===== src/rtl/cp2_issue_ctrl_pkg.sv =====
// cp2 issue controller shared encodings.
// Request kinds, FSM states and default exception-code width.
package cp2_issue_ctrl_pkg;

    localparam int EXCCODE_W_DEF = 4;

    typedef enum logic [1:0] {
        KIND_IR = 2'b00,
        KIND_TS = 2'b01,
        KIND_FS = 2'b10,
        KIND_AS = 2'b11
    } kind_e;

    typedef enum logic [2:0] {
        IDLE      = 3'd0,
        ISSUE     = 3'd1,
        WAIT_BUSY = 3'd2,
        SEND      = 3'd3,
        RECV      = 3'd4,
        DONE      = 3'd5
    } state_e;

endpackage


===== src/rtl/cp2_issue_ctrl_exc_latch.sv =====
// cp2 exception latch: pending flag, latest code, optional overrun count.
// Overrun counter present only when CP2_EXC_OVERRUN_EN is defined.
module cp2_exc_latch
    import cp2_issue_ctrl_pkg::*;
#(
    parameter int EXCCODE_W = EXCCODE_W_DEF
) (
    input  logic                 clk,
    input  logic                 rst,
    input  logic                 i_exc,
    input  logic                 i_excs,
    input  logic [EXCCODE_W-1:0] i_code,
    input  logic                 i_ack,
    output logic                 o_pending,
    output logic [EXCCODE_W-1:0] o_code
`ifdef CP2_EXC_OVERRUN_EN
    ,
    output logic [7:0]           o_overrun_cnt
`endif
);

    logic                 r_pending;
    logic [EXCCODE_W-1:0] r_code;
    logic                 w_hit;

    assign w_hit = i_exc & i_excs;

    // A new exception wins over a coincident ack.
    always_ff @(posedge clk) begin
        if (rst) begin
            r_pending <= 1'b0;
            r_code    <= '0;
        end else begin
            r_pending <= w_hit | (r_pending & ~i_ack);
            if (w_hit) begin
                r_code <= i_code;
            end
        end
    end

    assign o_pending = r_pending;
    assign o_code    = r_code;

`ifdef CP2_EXC_OVERRUN_EN
    logic [7:0] r_ovr;

    always_ff @(posedge clk) begin
        if (rst) begin
            r_ovr <= '0;
        end else if (i_ack) begin
            r_ovr <= '0;
        end else if (w_hit && r_pending && (r_ovr != 8'hFF)) begin
            r_ovr <= r_ovr + 8'd1;
        end
    end

    assign o_overrun_cnt = r_ovr;
`endif

endmodule


===== src/rtl/cp2_issue_ctrl.sv =====
// CPU-side issue/handshake controller in front of the cp2 coprocessor.
// Optional exception overrun counter: define CP2_EXC_OVERRUN_EN.
module cp2_issue_ctrl
    import cp2_issue_ctrl_pkg::*;
#(
    parameter int DATA_W    = 32,
    parameter int EXCCODE_W = EXCCODE_W_DEF,
    parameter int TIMEOUT   = 255
) (
    input  logic                 clk,
    input  logic                 rst,
    input  logic                 req_valid,
    output logic                 req_ready,
    input  logic [1:0]           req_kind,
    input  logic [DATA_W-1:0]    req_ir,
    input  logic [DATA_W-1:0]    req_wdata,
    output logic                 resp_valid,
    output logic [DATA_W-1:0]    resp_rdata,
    output logic                 resp_timeout,
    output logic                 cp2_irenable_0,
    output logic [DATA_W-1:0]    cp2_ir_0,
    output logic                 cp2_ts_0,
    output logic                 cp2_fs_0,
    output logic                 cp2_as_0,
    input  logic                 cp2_tbusy_0,
    input  logic                 cp2_fbusy_0,
    input  logic                 cp2_abusy_0,
    output logic                 cp2_tds_0,
    output logic [DATA_W-1:0]    cp2_tdata_0,
    input  logic                 cp2_fds_0,
    input  logic [DATA_W-1:0]    cp2_fdata_0,
    input  logic                 cp2_excs_0,
    input  logic                 cp2_exc_0,
    input  logic [EXCCODE_W-1:0] cp2_exccode_0,
    output logic                 irq_pending,
    output logic [EXCCODE_W-1:0] irq_code,
    input  logic                 irq_ack
`ifdef CP2_EXC_OVERRUN_EN
    ,
    output logic [7:0]           exc_overrun_cnt
`endif
);

    localparam int CNT_W = (TIMEOUT > 1) ? $clog2(TIMEOUT + 1) : 1;
    localparam logic [CNT_W-1:0] W_TO = CNT_W'(TIMEOUT);

    state_e              r_state, w_nxt;
    kind_e               r_kind, w_req_kind;
    logic [DATA_W-1:0]   r_wdata;
    logic [CNT_W-1:0]    r_cnt, w_cnt_nxt, w_cnt_inc;
    logic                w_busy, w_expire, w_to_nxt, w_cap;

    logic                r_ready, r_rv, r_to;
    logic [DATA_W-1:0]   r_rdata;
    logic                r_iren, r_ts, r_fs, r_as, r_tds;
    logic [DATA_W-1:0]   r_ir, r_tdata;

    assign w_req_kind = kind_e'(req_kind);
    assign w_cnt_inc  = r_cnt + 1'b1;
    assign w_expire   = (TIMEOUT != 0) && (w_cnt_inc == W_TO);

    always_comb begin
        w_busy = 1'b0;
        case (r_kind)
            KIND_TS: w_busy = cp2_tbusy_0;
            KIND_FS: w_busy = cp2_fbusy_0;
            KIND_AS: w_busy = cp2_abusy_0;
            default: w_busy = 1'b0;
        endcase
    end

    always_comb begin
        w_nxt     = r_state;
        w_cnt_nxt = r_cnt;
        w_to_nxt  = 1'b0;
        w_cap     = 1'b0;
        case (r_state)
            IDLE: begin
                if (req_valid) w_nxt = ISSUE;
            end
            ISSUE: begin
                w_cnt_nxt = '0;
                w_nxt     = (r_kind == KIND_IR) ? DONE : WAIT_BUSY;
            end
            WAIT_BUSY: begin
                if (!w_busy) begin
                    // Counter restarts so RECV gets its own full budget.
                    w_cnt_nxt = '0;
                    case (r_kind)
                        KIND_TS: w_nxt = SEND;
                        KIND_FS: w_nxt = RECV;
                        default: w_nxt = DONE;
                    endcase
                end else if (w_expire) begin
                    w_nxt    = DONE;
                    w_to_nxt = 1'b1;
                end else begin
                    w_cnt_nxt = w_cnt_inc;
                end
            end
            SEND: w_nxt = DONE;
            RECV: begin
                if (cp2_fds_0) begin
                    w_cap = 1'b1;
                    w_nxt = DONE;
                end else if (w_expire) begin
                    w_nxt    = DONE;
                    w_to_nxt = 1'b1;
                end else begin
                    w_cnt_nxt = w_cnt_inc;
                end
            end
            DONE:    w_nxt = IDLE;
            default: w_nxt = IDLE;
        endcase
    end

    // Outputs are registered from the next state so they line up with it.
    always_ff @(posedge clk) begin
        if (rst) begin
            r_state <= IDLE;
            r_kind  <= KIND_IR;
            r_wdata <= '0;
            r_cnt   <= '0;
            r_ready <= 1'b1;
            r_rv    <= 1'b0;
            r_to    <= 1'b0;
            r_rdata <= '0;
            r_iren  <= 1'b0;
            r_ir    <= '0;
            r_ts    <= 1'b0;
            r_fs    <= 1'b0;
            r_as    <= 1'b0;
            r_tds   <= 1'b0;
            r_tdata <= '0;
        end else begin
            r_state <= w_nxt;
            r_cnt   <= w_cnt_nxt;
            if ((r_state == IDLE) && req_valid) begin
                r_kind  <= w_req_kind;
                r_wdata <= req_wdata;
            end
            r_ready <= (w_nxt == IDLE);
            r_rv    <= (w_nxt == DONE);
            r_to    <= w_to_nxt;
            if (w_cap) r_rdata <= cp2_fdata_0;
            r_iren  <= (w_nxt == ISSUE);
            r_ir    <= (w_nxt == ISSUE) ? req_ir : '0;
            r_ts    <= (w_nxt == ISSUE) && (w_req_kind == KIND_TS);
            r_fs    <= (w_nxt == ISSUE) && (w_req_kind == KIND_FS);
            r_as    <= (w_nxt == ISSUE) && (w_req_kind == KIND_AS);
            r_tds   <= (w_nxt == SEND);
            r_tdata <= (w_nxt == SEND) ? r_wdata : '0;
        end
    end

    assign req_ready      = r_ready;
    assign resp_valid     = r_rv;
    assign resp_timeout   = r_to;
    assign resp_rdata     = r_rdata;
    assign cp2_irenable_0 = r_iren;
    assign cp2_ir_0       = r_ir;
    assign cp2_ts_0       = r_ts;
    assign cp2_fs_0       = r_fs;
    assign cp2_as_0       = r_as;
    assign cp2_tds_0      = r_tds;
    assign cp2_tdata_0    = r_tdata;

    cp2_exc_latch #(
        .EXCCODE_W(EXCCODE_W)
    ) u_exc (
        .clk          (clk),
        .rst          (rst),
        .i_exc        (cp2_exc_0),
        .i_excs       (cp2_excs_0),
        .i_code       (cp2_exccode_0),
        .i_ack        (irq_ack),
        .o_pending    (irq_pending),
        .o_code       (irq_code)
`ifdef CP2_EXC_OVERRUN_EN
        ,
        .o_overrun_cnt(exc_overrun_cnt)
`endif
    );

endmodule


===== config.mk =====
export PLATFORM = sky130hd
export DESIGN_NAME = cp2_issue_ctrl
export DESIGN_NICKNAME = d
export VERILOG_FILES = /design/src/rtl/cp2_issue_ctrl_pkg.sv /design/src/rtl/cp2_issue_ctrl_exc_latch.sv /design/src/rtl/cp2_issue_ctrl.sv
export SDC_FILE = /design/constraint.sdc
export NUM_CORES = 1
export LEC_CHECK = 0
export ABC_AREA = 0
export CORE_MARGIN = 3
export CORE_UTILIZATION = 30
export DETAILED_ROUTE_END_ITERATION = 12
export GPL_TIMING_DRIVEN = 0
export PLACE_DENSITY = 0.7
export SLEW_MARGIN = 20
export SYNTH_ARGS = -nofsm -noshare
export SYNTH_HDL_FRONTEND = slang
export SYNTH_SLANG_ARGS = --single-unit

===== constraint.sdc =====
create_clock -name clk -period 2.1 [get_ports clk]
set_input_delay 0.21 -clock clk [delete_from_list [all_inputs] [get_ports clk]]
set_output_delay 0.21 -clock clk [all_outputs]
set_load 0.05 [all_outputs]

-- Yosys cells after proc, flatten, opt, wreduce, memory -nomap -nowiden
Index checks and enable logic that the tools add are counted.
- register bits: 154
- bits of input ports: 112
- output and inout port bits: 109
- $add $sub $neg: 1
- muxes and demuxes: 18
- equal/unequal tests: 15
- reduce and logical (&&, ||, !) cells: 11
- bitwise logic cells: 6
- operator list (cell ; number):
    8-bit 2-to-1 mux ; 3
    8-bit case mux with 3 select lines ; 1
    3-bit 2-to-1 mux ; 5
    3-bit case mux with 5 select lines ; 1
    3-bit by 2-bit equality test with 1-bit output, second input constant ; 3
    8-bit by 1-bit adder with 8-bit output, second input constant ; 1
    2-bit equality test, second input constant ; 4
    8-bit equality test, second input constant ; 1
    3-bit by 1-bit equality test with 1-bit output, second input constant ; 2
    3-bit equality test, second input constant ; 2
    3-bit zero test ; 2
    3-bit case mux with 2 select lines ; 1
    1-bit 2-to-1 mux ; 5
    2-bit by 1-bit equality test with 1-bit output, second input constant ; 2
    1-bit logical AND ; 4
    2-bit OR reduction ; 2
    1-bit inverter ; 3
    1-bit case mux with 3 select lines ; 1
    3-bit nonzero test ; 1
    1-bit bitwise AND ; 2
    2-bit zero test ; 1
    2-bit != test, second input constant ; 1
    1-bit case mux with 2 select lines ; 1
    2-bit AND reduction ; 1
    1-bit bitwise OR ; 1

-- Longest topological paths before layout
- word-level depth: 8
- mapped depth: 9
- mapped depth without buffers: 7

-- Modules after synthesis
From an unflattened synthesis, not the netlist that was laid out.
- cell total of the unflattened synthesis: 637
- area, all modules: 5710.5 um2
- modules (own cells, without submodules) (module ; seq. area each (um2) ; cells each ; area each (um2) ; times used):
    cp2_issue_ctrl ; 2982.9 ; 615 ; 5496.5 ; 1
    cp2_exc_latch ; 100.1 ; 22 ; 214.0 ; 1

-- Worst setup path after synthesis
Ideal clock, no wire load.
- path type: register to register
- from: register r_cnt[0]
- to: register r_state[2]
- arrival: 1.998 ns
- library setup time: 0.059 ns
- clock period less this slack: 2.057 ns
- data required time: 2.041 ns
- path slack: 0.043 ns
- stages on the path, launching flop included: 9
- path through: dfxtp_1 -> ha_1 -> nand3_1 -> mux2_2 -> a221oi_4 -> a31o_4 -> buf_6 -> buf_12 -> and2_1
- longest elaborated chain between the ends: 5
- elaborated cells on any way between the ends: 6
- RTL lines (element ; line ; RTL):
    start: declaration ; cp2_issue_ctrl.sv:50 ; logic [CNT_W-1:0] r_cnt, w_cnt_nxt, w_cnt_inc;
    start signal: assignment ; cp2_issue_ctrl.sv:138 ; r_cnt <= w_cnt_nxt;
    8-bit by 1-bit adder with 8-bit output (*) ; cp2_issue_ctrl.sv:59 ; assign w_cnt_inc = r_cnt + 1'b1;
    8-bit equality test (*) ; cp2_issue_ctrl.sv:60 ; assign w_expire = (TIMEOUT != 0) && (w_cnt_inc == W_TO);
    3-bit 2-to-1 mux (*) ; cp2_issue_ctrl.sv:94, cp2_issue_ctrl.sv:106 ;
    3-bit 2-to-1 mux (on tied branches) ; cp2_issue_ctrl.sv:103, cp2_issue_ctrl.sv:86 ;
    3-bit case mux with 5 select lines (*) ; cp2_issue_ctrl.sv:77 ; case (r_state)
    end signal: assignment ; cp2_issue_ctrl.sv:137 ; r_state <= w_nxt;
    end: declaration ; cp2_issue_ctrl.sv:47 ; state_e r_state, w_nxt;
Every way passes the cells marked *; elsewhere a longest branch is shown, timed or not.
A chain may end at the register's enable or synchronous reset.

-- Final worst setup path
- from: register r_cnt[3]
- to: register r_tdata[3] (netlist: cp2_tdata_0[3])
- longest elaborated chain between the ends: 8
- elaborated cells on any way between the ends: 9
- RTL lines (element ; line ; RTL):
    8-bit by 1-bit adder with 8-bit output (*) ; cp2_issue_ctrl.sv:59 ;
    8-bit equality test (*) ; cp2_issue_ctrl.sv:60 ;
    3-bit 2-to-1 mux (*) ; cp2_issue_ctrl.sv:94, cp2_issue_ctrl.sv:106 ;
    3-bit 2-to-1 mux (on tied branches) ; cp2_issue_ctrl.sv:103, cp2_issue_ctrl.sv:86 ;
    3-bit case mux with 5 select lines (*) ; cp2_issue_ctrl.sv:77 ;
    3-bit by 2-bit equality test with 1-bit output (*) ; cp2_issue_ctrl.sv:153 ; r_tdata <= (w_nxt == SEND) ? r_wdata : '0;
    1-bit inverter (no line) (*) ; - ;
    2-bit OR reduction (no line) (*) ; - ;
    end signal: assignment ; cp2_issue_ctrl.sv:153 ;
    end: declaration ; cp2_issue_ctrl.sv:56 ; logic [DATA_W-1:0] r_ir, r_tdata;
Marked as above.

==> results_dict.tcl <==
set metrics [dict create \
    fmax_mhz 478 \
    fp.coreArea_sq_um 18100 \
    crit_family "simple AND/OR/NAND/NOR gates" \
    synth_mux_area_frac 0.00406 \
    tightest_slew_ps 577 \
    worstRegToRegCells 7 \
    yosysSeqAreaShare 0.556 \
    numPortBuffers 220 \
    finish.instance_area_sq_um 9170 \
    netlist_area_sq_um 5550 \
    die_area_sq_um 20200 \
    worstPathRequired_ps 2420 \
    grt_pass1_vias 5104 \
    grt_max_degree 17 \
    dr.pass1.iters 4 \
    yosys.area_share.simple 0.245 \
    nNetsFinal 996 \
    ir_drop_uv 604 \
    fillers 1671 \
    syn_nets 742 \
    fin_setup_tns_ps 0 \
    power_w 0.00935 \
    post_drt_wl_per_cell_microns 15.4 \
    track_usage 0.166 \
    met1_usage 0.188 \
    synth_edf_count 0 \
    place_congestion 0.824 \
    cts_tree "built" \
    place_area_sq_um 8040 \
    hold_start "req_ir[7]" \
    synth_top_family_by_area "simple AND/OR/NAND/NOR gates" \
    hold_class "in -> reg" \
    die_w_microns 142 \
    setup_ws_ps 8.98 \
    row_count 49 \
    htreeDepth 4 \
    drc_errors 0 \
    overflow 0 \
    r2r-end "cp2_tdata_0[3]" \
    rsz0062_at_grt "yes" \
    min_period_ps 2090 \
    synth-xor-area-share 0.00632 \
    synth.avg_cell_area_sq_um 8.83 \
    crit_fanout 9 \
    leakage_nw 3.43 \
    hold_violations 0 \
    multi_input_area_sq_um 2360 \
    clk_pin_slew_ps 60 \
    ios 221 \
    slew_violations 0 \
    antenna_found_initial 0 \
    die_y_microns 142 \
    cp_slowest_cell "dfxtp_2" \
    rr_startpoint "r_cnt[3]" \
    via_count 5184 \
    synth_ff_type "dfxtp_1" \
    drtIter0Drc 214 \
    postRouteAntennaNets 0 \
    maxCapViolCount 0 \
    maxSlewHeadroom 0.615 \
    max_stage_delay_ps 420 \
    status "completed" \
    cp_cell_sequence "nand3_2, or3_4, a221oi_4, o22ai_4, buf_8, buf_12, and3_4" \
    final_common_cell "clkdlybuf4s50_1" \
    worstHoldEndpoint "cp2_ir_0[7]" \
    yosysWarningCount 0 \
    synth_compound_area_frac 0.117 \
    holdWs_ps 314 \
    synth_top_area_frac 0.556 \
    synth_cell_type_count 53 \
    met3_usage 0.0709 \
    busiest_layer "met2" \
    initial_core_util 0.307 \
    drt-vias-per-instance 4.61 \
    synthCells 628 \
    groute.layer.met2.usage 0.281 \
    cts_buffers 17 \
    crit_arrival_ps 2410 \
    fin_skew_ps 8.43 \
    clock-sinks 154 \
    synthTopCellsByArea "dfxtp_1, nand2_1, a21oi_1" \
    synthToLayoutAreaGrowth_pct 65.4 \
    grt_pass1_wl_microns 26300 \
    wl_microns 17300 \
    cts.path.max_buffers 2 \
    regArea_sq_um 3090 \
    power.density_nw_per_um2 1020 \
    clkLatencyLatePin_ps 420 \
    crit_type "reg -> reg" \
    hold_depth 3 \
    r2r_slack_ps 9 \
    synthArstFlopShare 0 \
    drive_gt1_frac 0.142 \
    synth_seq_cells 154 \
    cp-end-kind "flop" \
    crit_path_start_kind "flop" \
    dp_worst_setup_slack_ps -565 \
    layout.cells.most_common_list "clkdlybuf4s50_1, nand2_1, dfxtp_1, a21oi_1, inv_1" \
    crit_buf_inv 2 \
    cts-root-buf "clkbuf_16" \
    setup_viol 0 \
    dp.final_hpwl_microns 12100 \
    yosysTopAreaCell "dfxtp_1" \
    timing.final.crit_share 0.996 \
    synthAdderAreaFrac 0.00451 \
]
==> metal layers <==
metal | share of wire | up-vias
met2 | 0.50 | 174
met1 | 0.40 | 2372
met3 | 0.087 | 20
met4 | 0.015 | 0
li1 | - | 2618
met5 | 0 | -
==> repair_timing <==
action / CTS / global route
gates resized for setup: 25 / 71
hold buffers: 0 / 0
setup buffers: 6 / 8
gates cloned: 0 / 2
endpoints found under the setup margin: 79 / 124
pin swaps: 4 / 11
==> worst max path at each step <==
stage	start	end	slack, ps	cells past startpoint
floorplan	r_cnt[0]	r_state[2]	40	8
global placement	cp2_fds_0	cp2_ir_0[13]	-550	7
detailed placement	cp2_abusy_0	cp2_ir_0[8]	-560	8
CTS	r_state[1]	cp2_ir_0[13]	-1	8
global route	r_state[2]	r_cnt[3]	-110	6
finish	r_cnt[3]	cp2_tdata_0[3]	9	7
==> power by group <==
group	internal [W]	switching, W	total (W)
Clock	0.00205	0.00121	0.00326
Combinational	0.00107	0.00167	0.00274
Sequential	0.00321	0.000139	0.00335
Total	0.00633	0.00302	0.00935
==> flip-flops by register name, summed over array words and instances, names as in the netlist <==
name,count
cp2_fs_0,1
resp_valid,1
r_wdata,32
cp2_as_0,1
resp_rdata,32
cp2_irenable_0,1
r_state,3
cp2_tdata_0,32
r_cnt,8
req_ready,1
cp2_ir_0,32
cp2_ts_0,1
u_exc.o_pending,1
cp2_tds_0,1
resp_timeout,1
r_kind,2
u_exc.o_code,4
==> layout make-up <==
cell class	count	share of cell area
Antenna cell	1	0.000273
Buffer	46	0.0323
Tap cell	229	0.0312
Sequential cell	154	0.337
Multi-Input combinational cell	390	0.257
Inverter	37	0.0154
Clock buffer	21	0.0502
Clock inverter	10	0.0181
Timing Repair Buffer	236	0.258
==> worst register-to-register path: cells and delay by family (launching register included) <==
family                 cells  cell delay (ps)
buffers and inverters      2              320
and+or+nand+nor            3              660
DFF                        1              420
AOI/OAI and AO/OA          2              590
==> synthesized netlist by cell type, types with 3 or more instances <==
| library cell | number |
|---|---|
| nor4_2 | 9 |
| nor4_1 | 26 |
| nand4_1 | 4 |
| nand3_1 | 10 |
| dfxtp_1 | 154 |
| and3_1 | 25 |
| nand2_1 | 154 |
| nor2b_1 | 3 |
| inv_1 | 37 |
| clkbuf_1 | 28 |
| nor2_1 | 10 |
| nor3_1 | 14 |
| o21ai_0 | 7 |
| buf_2 | 11 |
| nand2b_1 | 6 |
| buf_6 | 4 |
| a21oi_1 | 78 |
==> through the flow <==
stage / cells / utilization
2_1_floorplan: 628 / -
3_3_place_gp: 1077 / 0.444
3_5_place_dp: 1077 / 0.444
4_1_cts: 1113 / 0.488
5_1_grt: 1123 / 0.507
6_report: 1124 / 0.507
==> cell families after synthesis <==
| group | after synthesis |
|---|---|
| simple gates | 274 |
| flops | 154 |
| compound gates | 108 |
| buf+inv | 84 |
| xor+xnor | 4 |
| mux | 2 |
| fa+ha+maj | 2 |
Note: power is estimated with default switching activity, not from simulation.
